<file path="src/rtl/mac_pipe_pkg.sv">
// rtl/mac_pipe_pkg.sv - shared mode type, default sizes and saturating add for mac_pipe
package mac_pipe_pkg;

    typedef enum logic {
        MODE_MADD = 1'b0,
        MODE_ACC  = 1'b1
    } mode_e;

    localparam int MAC_WIDTH   = 8;
    localparam int MAC_ACC_LEN = 16;

    typedef struct packed {
        logic [63:0] sum;
        logic        sat;
    } sat_res_t;

    // Operands arrive pre-extended to 64 bits; the result is clamped to a w-bit range.
    function automatic sat_res_t sat_add(input logic [63:0] x, input logic [63:0] y,
                                         input int unsigned w, input logic sgn);
        sat_res_t r;
        logic signed [64:0] s;
        logic signed [64:0] hi;
        logic signed [64:0] lo;
        s  = $signed({sgn & x[63], x}) + $signed({sgn & y[63], y});
        hi = sgn ? (65'sd1 <<< (w - 1)) - 65'sd1 : (65'sd1 <<< w) - 65'sd1;
        lo = sgn ? -(65'sd1 <<< (w - 1)) : 65'sd0;
        r.sat = 1'b1;
        if (s > hi) begin
            r.sum = hi[63:0];
        end else if (s < lo) begin
            r.sum = lo[63:0];
        end else begin
            r.sum = s[63:0];
            r.sat = 1'b0;
        end
        return r;
    endfunction

endpackage

</file>
<file path="src/rtl/mac_pipe_mul_stage.sv">
// rtl/mac_pipe_mul_stage.sv - stage 1 of mac_pipe: product, bias capture and extension
module mac_mul_stage
    import mac_pipe_pkg::*;
#(
    parameter int WIDTH     = MAC_WIDTH,
    parameter int ACC_WIDTH = 2*WIDTH+4,
    parameter int SIGNED    = 1
) (
    input  logic                 clk,
    input  logic                 rst_n,
    input  logic                 clr,
    input  logic                 in_valid,
    input  logic [WIDTH-1:0]     a,
    input  logic [WIDTH-1:0]     b,
    input  logic [WIDTH-1:0]     c,
    input  logic                 mode,
    output logic                 v1,
    output mode_e                mode1,
    output logic [ACC_WIDTH-1:0] p1,
    output logic [ACC_WIDTH-1:0] c1
);

    localparam logic SX = (SIGNED != 0);

    logic [2*WIDTH-1:0] a_ext;
    logic [2*WIDTH-1:0] b_ext;
    logic [2*WIDTH-1:0] prod;
    logic [2*WIDTH-1:0] p1_q;
    logic [WIDTH-1:0]   c_q;
    logic               take;

    // Low 2*WIDTH bits of the extended product are exact for either signedness.
    assign a_ext = {{WIDTH{SX & a[WIDTH-1]}}, a};
    assign b_ext = {{WIDTH{SX & b[WIDTH-1]}}, b};
    assign prod  = a_ext * b_ext;
    assign take  = in_valid & ~clr;

    always_ff @(posedge clk or negedge rst_n) begin
        if (!rst_n) begin
            v1    <= 1'b0;
            mode1 <= MODE_MADD;
            p1_q  <= '0;
            c_q   <= '0;
        end else begin
            v1 <= take;
            if (take) begin
                p1_q  <= prod;
                c_q   <= c;
                mode1 <= mode_e'(mode);
            end
        end
    end

    assign p1 = {{(ACC_WIDTH-2*WIDTH){SX & p1_q[2*WIDTH-1]}}, p1_q};
    assign c1 = {{(ACC_WIDTH-WIDTH){SX & c_q[WIDTH-1]}}, c_q};

endmodule

</file>
<file path="src/rtl/mac_pipe.sv">
// rtl/mac_pipe.sv - two-stage multiply-add / multiply-accumulate unit; MAC_SAT_EN selects saturating sums
module mac_pipe
    import mac_pipe_pkg::*;
#(
    parameter int WIDTH     = MAC_WIDTH,
    parameter int ACC_WIDTH = 2*WIDTH+4,
    parameter int SIGNED    = 1,
    parameter int ACC_LEN   = MAC_ACC_LEN
) (
    input  logic                       clk,
    input  logic                       rst_n,
    input  logic                       in_valid,
    input  logic [WIDTH-1:0]           a,
    input  logic [WIDTH-1:0]           b,
    input  logic [WIDTH-1:0]           c,
    input  logic                       mode,
    input  logic                       clr,
    output logic                       out_valid,
    output logic [ACC_WIDTH-1:0]       data_out,
    output logic [$clog2(ACC_LEN)-1:0] acc_cnt,
    output logic                       ovf
);

    localparam int CW = $clog2(ACC_LEN);

    logic                 v1;
    mode_e                mode1;
    logic [ACC_WIDTH-1:0] p1;
    logic [ACC_WIDTH-1:0] c1;
    logic [ACC_WIDTH-1:0] acc;
    logic [ACC_WIDTH-1:0] base;
    logic [ACC_WIDTH-1:0] madd_sum;
    logic [ACC_WIDTH-1:0] acc_sum;

    mac_mul_stage #(
        .WIDTH     (WIDTH),
        .ACC_WIDTH (ACC_WIDTH),
        .SIGNED    (SIGNED)
    ) u_mul (
        .clk      (clk),
        .rst_n    (rst_n),
        .clr      (clr),
        .in_valid (in_valid),
        .a        (a),
        .b        (b),
        .c        (c),
        .mode     (mode),
        .v1       (v1),
        .mode1    (mode1),
        .p1       (p1),
        .c1       (c1)
    );

    // The first product of a burst is seeded with the bias instead of the stale sum.
    assign base = (acc_cnt == '0) ? c1 : acc;

`ifdef MAC_SAT_EN
    localparam logic SX = (SIGNED != 0);

    function automatic logic [63:0] to64(input logic [ACC_WIDTH-1:0] v);
        return {{(64-ACC_WIDTH){SX & v[ACC_WIDTH-1]}}, v};
    endfunction

    sat_res_t r_madd;
    sat_res_t r_acc;

    assign r_madd   = sat_add(to64(p1), to64(c1), ACC_WIDTH, SX);
    assign r_acc    = sat_add(to64(base), to64(p1), ACC_WIDTH, SX);
    assign madd_sum = r_madd.sum[ACC_WIDTH-1:0];
    assign acc_sum  = r_acc.sum[ACC_WIDTH-1:0];

    always_ff @(posedge clk or negedge rst_n) begin
        if (!rst_n) begin
            ovf <= 1'b0;
        end else if (clr) begin
            ovf <= 1'b0;
        end else if (v1 && ((mode1 == MODE_MADD) ? r_madd.sat : r_acc.sat)) begin
            ovf <= 1'b1;
        end
    end
`else
    assign madd_sum = p1 + c1;
    assign acc_sum  = base + p1;
    assign ovf      = 1'b0;
`endif

    always_ff @(posedge clk or negedge rst_n) begin
        if (!rst_n) begin
            out_valid <= 1'b0;
            data_out  <= '0;
            acc       <= '0;
            acc_cnt   <= '0;
        end else begin
            out_valid <= 1'b0;
            if (clr) begin
                acc     <= '0;
                acc_cnt <= '0;
            end else if (v1) begin
                if (mode1 == MODE_MADD) begin
                    data_out  <= madd_sum;
                    out_valid <= 1'b1;
                    acc_cnt   <= '0;
                end else begin
                    acc <= acc_sum;
                    if (acc_cnt == CW'(ACC_LEN-1)) begin
                        data_out  <= acc_sum;
                        out_valid <= 1'b1;
                        acc_cnt   <= '0;
                    end else begin
                        acc_cnt <= acc_cnt + CW'(1);
                    end
                end
            end
        end
    end

endmodule
</file>
<file path="config.mk">
export PLATFORM = sky130hd
export DESIGN_NAME = mac_pipe
export DESIGN_NICKNAME = d
export VERILOG_FILES = /design/src/rtl/mac_pipe_pkg.sv /design/src/rtl/mac_pipe_mul_stage.sv /design/src/rtl/mac_pipe.sv
export SDC_FILE = /design/constraint.sdc
export NUM_CORES = 1
export LEC_CHECK = 0
export ABC_AREA = 0
export CORE_MARGIN = 1
export CORE_UTILIZATION = 50
export CTS_CLUSTER_DIAMETER = 30
export DETAILED_ROUTE_END_ITERATION = 12
export HOLD_SLACK_MARGIN = 0.03
export PLACE_DENSITY = 0.71
export SYNTH_ARGS = -nofsm -noshare
export SYNTH_HDL_FRONTEND = slang
export SYNTH_HIERARCHICAL = 1
export SYNTH_SLANG_ARGS = --single-unit
</file>
<file path="constraint.sdc">
create_clock -name clk -period 13 [get_ports clk]
set_input_delay 2.6 -clock clk [delete_from_list [all_inputs] [get_ports clk]]
set_output_delay 2.6 -clock clk [all_outputs]
set_load 0.01 [all_outputs]
</file>
Yosys cells after proc, flatten, opt, wreduce, memory -nomap -nowiden
Cells that the tools add are included.
{ "totals": {"regBits": 71, "output_inout_bits": 26, "word_cells": 35, "in_bits": 29} }
{ "classes": {"n_mul": 1, "eq_ne": 2, "add_sub_neg": 3, "n_bitwise": 2, "n_mux": 14, "reduce_logical": 5} }
{ "ops": {"columns": ["op", "n"], "rows": [
  ["20-bit 2-to-1 mux", 6],
  ["20-bit adder", 1],
  ["16-bit by 8-bit adder with 17-bit output", 1],
  ["8-bit by 8-bit multiplier with 16-bit output", 1],
  ["4-bit 2-to-1 mux", 4],
  ["4-bit by 1-bit adder with 4-bit output (second input constant)", 1],
  ["4-bit equality test (second input constant)", 1],
  ["4-bit zero test", 1],
  ["1-bit 2-to-1 mux", 4],
  ["2-bit nonzero test", 2],
  ["3-bit AND reduction", 1],
  ["2-bit != test (second input constant)", 1],
  ["2-bit AND reduction", 1],
  ["1-bit AND", 1],
  ["1-bit inverter", 1]
]} }

Longest topological paths before layout
{ "logic_depth": {"word_depth": 6, "depth_mapped": 18} }

Modules after synthesis
The synthesis kept the hierarchy.
{ "modules_own_cells": {"columns": ["module", "area_per_inst_um2", "instances", "seq_area_each_um2", "cells_each"], "rows": [
  ["mac_pipe", 4020.1, 1, 1126.1, 476],
  ["mac_mul_stage", 3583.4, 1, 650.6, 392]
]} }

Worst setup path after synthesis
OpenSTA, ideal clock, no wires.
{ "synth_path": {"kind": "input -> register", "start": "input port b[3]", "end": "register u_mul.p1_q[14]", "required_ns": 12.908, "stages": 14, "path_slack_ns": 6.472, "path_buffers": 0, "setup_time_ns": 0.092, "t_arrival_ns": 6.436, "path_cell_list": "and2_1 -> fa_1 -> inv_1 -> fa_1 -> inv_1 -> fa_1 -> inv_1 -> fa_1 -> inv_1 -> ha_1 -> a211o_2 -> o311a_1 -> o21a_1 -> o31ai_2"} }
{ "synth_between": {"elab_chain_cells": 1} }
{ "synth_lines": {"columns": ["item", "line", "text"], "rows": [
  ["start, declared", "mac_pipe.sv:14", "input logic [WIDTH-1:0] b,"],
  ["8-bit by 8-bit multiplier with 16-bit output", "mac_pipe_mul_stage.sv:35", "assign prod = a_ext * b_ext;"],
  ["end signal, assigned", "mac_pipe_mul_stage.sv:47", "p1_q <= prod;"],
  ["end, declared", "mac_pipe_mul_stage.sv:28", "logic [2*WIDTH-1:0] p1_q;"]
]} }
Every way passes these cells.
A chain may end at the register's enable or synchronous reset.

Worst setup path in the final report
Same ends and word-level chain as after synthesis.

==> out/results.ini <==
[job]
drv_cap=0

[critical_path]
timing.rr.end=data_out[19]
critPathKind=in -> reg
rr_worst_depth=15
startpoint_type=primary input
cpPeakStageDelay_ns=0.55
reg2reg_from=acc_cnt[0]
path_cells=clkdlybuf4s50_1, and2_1, fa_1, inv_1, fa_1, inv_1, fa_1, inv_1, fa_1, inv_1, ha_1, a211o_2, o311a_1, o21a_1, o31ai_2
path_buf_inv=5
reg2reg_slack_ns=8.80
cp.required_ns=13.25
cp_max_fo=8
cp.arrival_ns=7.14
crit_path_end_kind=flop
crit_slowest_cell=fa_1
cp-endpoint=u_mul/p1_q[14]
cp.depth=15
crit_family=adder cells
cp-startpoint=b[3]

[route]
via_per_inst=5.27
remaining_drc_errors=6
totalWireLength_mm=15.0
post_drt_wl_per_cell_um=13.8
drt-initial-drc-count=340
via_count=5729
wl_met3_um=390
wl_met2_mm=6.96
dr.pass1.iters=10
ant_nets=0
dr.max_layer_used=met4
met1_length_mm=7.51

[clock_network]
clk_latency_ns=0.34
clock-sinks=71
root_buffer=clkbuf_16
cts_resized=0
post_cts_buffers=0
htree_levels=3
hold_buffers=0
numCtsBuffers=9
clockBufferDepth=2
cts_tree=done
clk_pin_slew_worst_paths_ns=0.06

[layout]
layout_common_cells=nand2_1 (126), inv_1 (99), dfrtp_1 (71)
nets=1053
mostFrequentLayoutCell=nand2_1
antenna_cells=0
drive_gt1_frac=0.0687
syn_to_final_growth_pct=12.2

[placed_design]
dp_hpwl_mm=11.8
place.gp.congestion=0.857
io_buffers=53

[run_status]
violations=DRC
status=finished with violations

[timing]
tightest_slew_ns=1.08
slew_viol_final=0
fin_worst_skew_ns=0.00819
rsz0062_at_grt=no
finalCritPeriodShare=0.530
fmaxAchievable_ghz=0.145
hold_viol_final=0
final-setup-viol-count=0
slew_headroom=0.275
tns_ns=0
fin_crit_ns=6.89

[yosys]
yosys.cell_types.count=67
synth_area_leader_cell=dfrtp_1
synthTopCellsByArea=dfrtp_1 (23%), fa_1 (15%), ha_1 (11%)
syn_inst=868
synth-main-ff-cell=dfrtp_1
synth-seq-cells=71
avgSynthCellArea_um2=8.76
syn_nets=1023
async_flop_share=1.00
yosysSeqAreaShare=0.234
synth_warnings=6
synth_edf_count=0
synth.top_cell.area_share=0.234
netlist_area_um2=7600

[hold_path]
hp-class=reg -> reg
hp-start=data_out[11]

[pwr]
p_total_mw=1.63
ir_drop_v=0.0000790
leakagePower_nw=4.13
power_density_nw_per_um2=191

[global_route]
grt_antenna_before_repair=0
grt_pass1_vias=5561
overflow=0
grt_pass1_wl_mm=26.4
grt_max_degree=72
track_usage=0.208

[floorplan]
rows=44
start_util=0.517
dieHeight_um=125
pin_count=55
die-area_um2=15700
coreArea_um2=14700
dieWidth_um=125

==> report_power, final <==
part | switching [mW] | internal (mW)
clock network | 0.0931 | 0.198
logic | 0.544 | 0.464
registers | 0.0520 | 0.279
==> final cells by class <==
class                   count  area, um^2
fillers                  1329        6170
multi-input cells         658        5230
flip-flops and latches     71        1780
repair buffers             58         563
inverters                 100         375
clock buffers              11         253
well taps                 184         230
clock inverters             5         104
==> sequential cells by signal (all words and copies together), names as in the netlist <==
signal	cells
data_out	20
u_mul/c_q	8
out_valid	1
u_mul/mode1	1
u_mul/v1	1
acc	20
u_mul/p1_q	16
acc_cnt	4
==> worst min-delay path by stage <==
stage	slack (ns)	cells past startpoint	to
2_1_floorplan	0.47	2	u_mul/c_q[0]
3_3_place_gp	0.46	2	data_out[11]
3_5_place_dp	0.47	2	data_out[12]
4_1_cts	0.48	2	data_out[12]
5_1_grt	0.50	2	data_out[4]
6_report	0.47	2	data_out[11]
==> worst register-to-register path, cell delays in order (launching register included) <==
cell and delay, ns:
dfrtp_1 0.40, inv_1 0.11, ha_1 0.18, nor3b_2 0.17, buf_4 0.32, mux2_2 0.41
ha_1 0.29, a211o_1 0.30, o211ai_1 0.15, a21o_1 0.20, o211ai_1 0.14, a41oi_1 0.43
nor2_1 0.09, a311oi_1 0.47, mux2i_1 0.13, mux2_2 0.28
==> routing by layer <==
layer / vias to the layer above / track usage
li1: 2948 / -
met1: 2674 / 0.290
met2: 94 / 0.343
met3: 13 / 0.0265
met4: 0 / 0.0531
met5: - / 0
==> per-stage QoR <==
| stage | worst slack [ns] | utilization | hold slack, ns | cell area [um^2] | instances |
|---|---|---|---|---|---|
| CTS | 6.08 | 0.580 | 0.481 | 8530 | 1087 |
| finish | 6.11 | 0.580 | 0.472 | 8530 | 1087 |
| global placement | 5.78 | 0.556 | 0.460 | 8170 | 1071 |
| global route | 5.88 | 0.580 | 0.495 | 8530 | 1087 |
| floorplan | 6.47 | - | 0.466 | 7600 | 868 |
| detailed placement | 5.72 | 0.556 | 0.469 | 8170 | 1071 |
==> logic make-up (layout without fill, tap and decap cells) <==
logic type / Yosys count / count (layout) / share of synthesized area
AOI/OAI and AO/OA: 178 / 178 / 0.153
xor gates and xnor gates: 44 / 44 / 0.0507
adders and majority gates: 126 / 126 / 0.264
buffers and inverters: 139 / 174 / 0.0795
DFF: 71 / 71 / 0.234
muxes: 29 / 29 / 0.0420
other: 1 / 1 / 0.000493
and+or+nand+nor: 280 / 280 / 0.177
==> cells in the mapped netlist, types with 6 or more instances <==
| cell type | number |
|---|---|
| ha_1 | 69 |
| xnor2_1 | 24 |
| nor2_1 | 42 |
| o31ai_1 | 7 |
| o21ai_0 | 39 |
| nor2b_1 | 10 |
| nor3_1 | 8 |
| inv_1 | 99 |
| nand2b_1 | 6 |
| a21o_1 | 16 |
| and2_1 | 47 |
| mux2_2 | 23 |
| nand2_1 | 126 |
| fa_1 | 57 |
| clkbuf_1 | 17 |
| nand3_1 | 15 |
| a211oi_1 | 9 |
| a21oi_1 | 53 |
| o21a_1 | 8 |
| mux2i_1 | 6 |
| dfrtp_1 | 71 |
| o211ai_1 | 8 |
| buf_4 | 18 |
| xor2_1 | 20 |
No activity file was read; power rests on OpenSTA's default activity.
